### config.mk
export PLATFORM = sky130hd
export DESIGN_NAME = bootdata_responder
export DESIGN_NICKNAME = d
export VERILOG_FILES = /design/src/rtl/bootdata_responder.sv
export SDC_FILE = /design/constraint.sdc
export NUM_CORES = 1
export LEC_CHECK = 0
export ABC_CLOCK_PERIOD_IN_PS = 2800
export BUFFER_PORTS_ARGS = -buffer_cell sky130_fd_sc_hd__buf_4
export CAP_MARGIN = 10
export CORE_AREA = 2 2 68 95
export CTS_BUF_LIST = sky130_fd_sc_hd__clkbuf_4
export CTS_CLUSTER_SIZE = 16
export DETAILED_ROUTE_END_ITERATION = 12
export DIE_AREA = 0 0 70 97
export HOLD_SLACK_MARGIN = 0.1
export PLACE_DENSITY = 0.81
export SLEW_MARGIN = 20
export SYNTH_ARGS = -nofsm -noshare
export SYNTH_HDL_FRONTEND = slang
export SYNTH_SLANG_ARGS = --single-unit
### constraint.sdc
create_clock -name clk -period 2.8 [get_ports clk]
set_clock_uncertainty 0.2 [all_clocks]
set_input_delay 0 -clock clk [delete_from_list [all_inputs] [get_ports clk]]
set_output_delay 0 -clock clk [all_outputs]
set_load 0.01 [all_outputs]
### src/rtl/bootdata_responder.sv
// -----------------------------------------------------------------------------
// bootdata_responder
//
// Host-side responder for the boot-ROM word handshake. Bytes of the ROM image
// are drained from a byte FIFO (registered-output: data valid the cycle after
// the read strobe), packed four at a time into a 32-bit word, and handed to the
// ROM loader one word per request with a single-cycle acknowledge. Once
// BOOT_WORDS words have been delivered the block parks in a terminal state and
// raises done.
//
// Ports
//   clk                 in   single clock, all logic on posedge
//   reset               in   synchronous, active-high
//   fifo_empty          in   byte FIFO empty flag
//   fifo_rd             out  FIFO read strobe, one byte per high cycle
//   fifo_data[7:0]      in   FIFO output, valid the cycle after fifo_rd
//   host_bootdata_req   in   level request from the ROM loader
//   host_bootdata_ack   out  one-cycle pulse, host_bootdata valid that cycle
//   host_bootdata[31:0] out  delivered word, held until the next ack
//   words_sent          out  number of words acknowledged since reset
//   done                out  high once words_sent reaches BOOT_WORDS
// -----------------------------------------------------------------------------
module bootdata_responder #(
    parameter int BOOT_WORDS = 8192,
    parameter int COUNT_W    = 14,
    parameter bit BIG_ENDIAN = 1'b0
) (
    input  logic               clk,
    input  logic               reset,
    input  logic               fifo_empty,
    output logic               fifo_rd,
    input  logic [7:0]         fifo_data,
    input  logic               host_bootdata_req,
    output logic               host_bootdata_ack,
    output logic [31:0]        host_bootdata,
    output logic [COUNT_W-1:0] words_sent,
    output logic               done
);

    localparam logic [COUNT_W-1:0] LAST_COUNT = COUNT_W'(BOOT_WORDS);

    typedef enum logic [2:0] {
        S_FILL,
        S_READY,
        S_ACK,
        S_GAP,
        S_DONE
    } state_t;

    state_t             state_reg, state_next;
    logic [2:0]         byte_idx_reg, byte_idx_next;
    logic               rd_pending_reg, rd_pending_next;
    logic [31:0]        bootdata_reg, bootdata_next;
    logic [COUNT_W-1:0] words_reg, words_next;
    logic [3:0]         lane_we;
    logic [31:0]        packed_word;
    logic               rd_en;

    // -------------------------------------------------------------------------
    // State and datapath registers
    // -------------------------------------------------------------------------
    always_ff @(posedge clk) begin
        if (reset) begin
            state_reg      <= S_FILL;
            byte_idx_reg   <= 3'd0;
            rd_pending_reg <= 1'b0;
            bootdata_reg   <= 32'd0;
            words_reg      <= '0;
        end else begin
            state_reg      <= state_next;
            byte_idx_reg   <= byte_idx_next;
            rd_pending_reg <= rd_pending_next;
            bootdata_reg   <= bootdata_next;
            words_reg      <= words_next;
        end
    end

    // -------------------------------------------------------------------------
    // Next-state and control
    // -------------------------------------------------------------------------
    always_comb begin
        state_next      = state_reg;
        byte_idx_next   = byte_idx_reg;
        rd_pending_next = 1'b0;
        bootdata_next   = bootdata_reg;
        words_next      = words_reg;
        lane_we         = 4'b0000;
        rd_en           = 1'b0;

        case (state_reg)
            S_FILL: begin
                // A read is only issued when no byte is in flight, which
                // leaves a dead cycle between reads and guarantees the
                // captured byte lands in the lane the index points at.
                rd_en           = !fifo_empty && !rd_pending_reg && (byte_idx_reg < 3'd4);
                rd_pending_next = rd_en;
                // The in-flight byte is captured even if the FIFO has just
                // gone empty; its data was committed by the earlier strobe.
                if (rd_pending_reg) begin
                    lane_we[byte_idx_reg[1:0]] = 1'b1;
                    byte_idx_next              = byte_idx_reg + 3'd1;
                    if (byte_idx_reg == 3'd3) begin
                        state_next = S_READY;
                    end
                end
            end

            S_READY: begin
                // Request is level-sampled here only; anything seen while
                // filling is deliberately not remembered.
                if (host_bootdata_req) begin
                    bootdata_next = packed_word;
                    state_next    = S_ACK;
                end
            end

            S_ACK: begin
                words_next = words_reg + 1'b1;
                state_next = S_GAP;
            end

            S_GAP: begin
                // One dead cycle so a requester holding req high cannot get
                // two acks for the same word.
                byte_idx_next = 3'd0;
                state_next    = (words_reg == LAST_COUNT) ? S_DONE : S_FILL;
            end

            S_DONE: begin
                state_next = S_DONE;
            end

            default: begin
                state_next = S_FILL;
            end
        endcase
    end

    // -------------------------------------------------------------------------
    // Byte lanes and word packing
    // -------------------------------------------------------------------------
    genvar gi;
    generate
        for (gi = 0; gi < 4; gi++) begin : g_lane
            logic [7:0] lane_reg;

            always_ff @(posedge clk) begin
                if (reset) begin
                    lane_reg <= 8'd0;
                end else if (lane_we[gi]) begin
                    lane_reg <= fifo_data;
                end
            end

            // Lane gi holds the gi-th byte read for the current word.
            if (BIG_ENDIAN) begin : g_be
                assign packed_word[31-8*gi -: 8] = lane_reg;
            end else begin : g_le
                assign packed_word[8*gi +: 8] = lane_reg;
            end
        end
    endgenerate

    // -------------------------------------------------------------------------
    // Outputs
    // -------------------------------------------------------------------------
    // Gated by reset so no FIFO byte is consumed while the block is held.
    assign fifo_rd           = rd_en && !reset;
    assign host_bootdata_ack = (state_reg == S_ACK);
    assign host_bootdata     = bootdata_reg;
    assign words_sent        = words_reg;
    assign done              = (state_reg == S_DONE);

endmodule
==> key figures <==
Outcome
  – Status: finished, final reports clean

Layout
  – Commonest cells after routing, fill and taps aside: nand2_1 (112), dfxtp_1 (85), a21oi_1 (71)
  – Design Area, Final: 4000 um2
  – FF+latch area: 1700 um2
  – Synth-to-Final Area Change: 22.1%
  – N_diodes: 0
  – Util after Layout: 68.3%
  – Area occupied by multi-input gates: 1460 um2
  – Most common cell after layout, fill and taps aside: nand2_1
  – Final nets: 488
  – Layout cells sized above 1: 17.5%
  – FILL cells: 501

Route
  – Antenna-violating nets left: 0
  – Routed length per instance: 13.5 um
  – First-pass iteration count of the detailed router: 4
  – DR vias/cell: 5.38
  – Vias: 2,928
  – Iteration-0 DRC Markers: 238
  – DR DRC count: 0
  – Detailed Route WL: 7360 um

CTS
  – Clock sink total: 85
  – CTS buffer count: 9
  – Clock Path Buffers: 2
  – Later-pin clock latency in the skew report: 0.43 ns
  – CTS clk-pin slew, worst paths: 0.14 ns
  – H-tree levels: 3
  – Clk Tree Root Cell: clkbuf_4
  – TritonCTS clock tree: done

Die
  – Die width: 70 um
  – Die area: 6790 um2
  – Ports: 61
  – Die Y-Extent: 97 um
  – Row cnt: 33
  – Core area: 5860 um2
  – Initial core utilization: 55.9%

Critical path
  – CP arrival: 2.57 ns
  – Worst r2r src: state_reg[2]$_SDFFE_PP0P_
  – Cell mode on critical path: nand2_1
  – CP top delay family: buffers and inverters
  – Critical Path Sink Type: flop
  – Critical path fanouts, max: 41
  – Crit. Startpoint: state_reg[2]$_SDFFE_PP0P_
  – RR Endpoint: g_lane[1].lane_reg[5]$_SDFFE_PP0P_
  – Critical-path top delay cell: dlygate4sd3_1
  – WP data required: 2.94 ns
  – Critical Path Sink: g_lane[1].lane_reg[5]$_SDFFE_PP0P_
  – Crit path largest cell delay: 0.59 ns
  – Startpoint types: flop
  – CP Depth: 6
  – FF-to-FF path depth: 6
  – Critical path class: flop to flop
  – Internal reg-to-reg setup slack: 0.37 ns
  – Critical path buffer and inverter count: 2
  – CP Cell Sequence: nor4b_2, buf_4, nand2_1, nand2_1, a21oi_1, dlygate4sd3_1

Placed design
  – IO Port Bufs: 60
  – Detail Placement HPWL: 4930 um
  – Gpl congestion: 0.778
  – Dpl cell area: 3740 um2

Hold path
  – Hold Crit Class: primary input to flop

Synthesis
  – Post-synth EDFFs: 0
  – Largest family of logic cells by synthesized area: simple AND/OR/NAND/NOR gates
  – Synth Area in Compound Gates: 11.9%
  – Mapped Nets: 427
  – Cells after Synth: 408
  – Sequential area share after synthesis: 51.9%
  – Post-synth ARST share: 0%
  – Top_reg_cell synth: dfxtp_1
  – Synth Warn #: 0
  – Seq cells post-synth: 85
  – Mux contribution to synthesized area: 0.687%
  – Syn avg cell area: 8.03 um2
  – Adder-Cell Fraction of Synth Area: 2.67%
  – Cell Area, Synth: 3280 um2
  – Post-Synth Simple-Gate Area: 26.5%
  – Synth unique cells: 32
  – Post-Synth XOR/XNOR Area: 2.40%

Pwr
  – Pwr dens: 490 nW/um2
  – Pleak: 1.49 nW
  – Max VDD drop: 0.308 mV

Global route
  – Overflow after GRT: 0
  – First-pass GRT wire length: 12,400 um
  – Initial antenna violation count: 0
  – Maximum number of pins on one net before global-route repair: 86
  – Vias in the first global route: 2,733
  – Total GRT Usage: 22.6%

STA
  – Worst slew pin tran: 0.819 ns
  – Final Hold Viols: 0
  – Hold_ws: 0.207 ns
  – Max Freq: 0.411 GHz
  – Post-layout min period: 2.43 ns
  – RSZ-0062 raised after global routing: no
  – Post-route setup TNS: 0 ns
  – Worst relative slew slack: 45.4%
  – Setup violators final: 0
  – Crit share post-route: 86.9%
  – Fin. max-slew vios: 0

Run
  – Max Cap Violations: 0
cells in the mapped netlist (2+ instances only):
master / count / area share, %
a21oi_1: 71 / 11
and3_1: 2 / 0.38
clkbuf_1: 26 / 3.0
dfxtp_1: 85 / 52
ha_1: 7 / 2.7
inv_1: 9 / 1.0
mux2_2: 2 / 0.69
nand2_1: 112 / 13
nand3_1: 35 / 5.3
nand4_1: 4 / 0.76
nor2_1: 18 / 2.1
nor2b_1: 2 / 0.38
nor3_1: 2 / 0.31
nor4_1: 5 / 0.95
o31ai_1: 2 / 0.46
or4_1: 3 / 0.69
xnor2_1: 6 / 1.6
xor2_1: 3 / 0.80
layer usage:
layer,up-vias,wire (um),global-route usage (%)
li1,1487,-,-
met1,1355,3120,26.8
met2,71,3730,38.7
met3,15,324,4.69
met4,0,174,10.4
met5,-,0,0
timing repair:
item                       CTS  global route
hold buffers                14             0
gates resized for setup      0             0
buffers inserted             0             0
hold endpoints to repair    83             0
setup endpoints to repair    0             0
worst reg2reg max path, cell delays in order (launching register included):
cell and delay, ns:
dfxtp_1 0.41, nor4b_2 0.29, buf_4 0.38, nand2_1 0.28, nand2_1 0.13, a21oi_1 0.07, dlygate4sd3_1 0.59
layout make-up:
class / instances / share of cell area, %
sequential: 85 / 42.5
multi-input combinational: 288 / 36.4
timing repair buffer: 76 / 15.1
tap: 70 / 2.19
clock buffer: 9 / 1.69
clock inverter: 7 / 1.25
inverter: 9 / 0.844
report_power, final:
part           leakage (nW)  switching, mW  internal, mW
sequential            0.686         0.0102          1.22
combinational         0.748         0.0723        0.0437
clock                0.0616          0.428         0.184
worst min-delay path by stage:
stage,slack [ns],to,startpoint,depth (start not counted)
final,0.21,g_lane[2].lane_reg[0]$_SDFFE_PP0P_,fifo_data[0],4
after global routing,0.20,g_lane[2].lane_reg[0]$_SDFFE_PP0P_,fifo_data[0],4
after CTS,0.19,g_lane[2].lane_reg[0]$_SDFFE_PP0P_,fifo_data[0],4
after detailed placement,-0.02,rd_pending_reg$_SDFF_PP0_,fifo_empty,2
after global placement,-0.03,rd_pending_reg$_SDFF_PP0_,fifo_empty,2
after floorplan,-0.15,fifo_rd,fifo_empty,1
metrics by stage:
| stage | power, mW | setup WS [ns] | instances |
|---|---|---|---|
| global route | 2.03 | 0.246 | 544 |
| detailed placement | 1.36 | 0.730 | 514 |
| global placement | 1.36 | 0.767 | 514 |
| CTS | 1.97 | 0.385 | 544 |
| finish | 1.96 | 0.367 | 544 |
| floorplan | 1.32 | 0.817 | 408 |
logic make-up (layout without fill, tap and decap cells):
| group | Yosys count | in the layout |
|---|---|---|
| muxes | 2 | 2 |
| AOI/OAI and AO/OA | 76 | 76 |
| buffers and inverters | 35 | 101 |
| adders and majority gates | 7 | 7 |
| and+or+nand+nor | 194 | 194 |
| DFF | 85 | 85 |
| xor gates and xnor gates | 9 | 9 |
No activity file was read; power rests on OpenSTA's default activity.
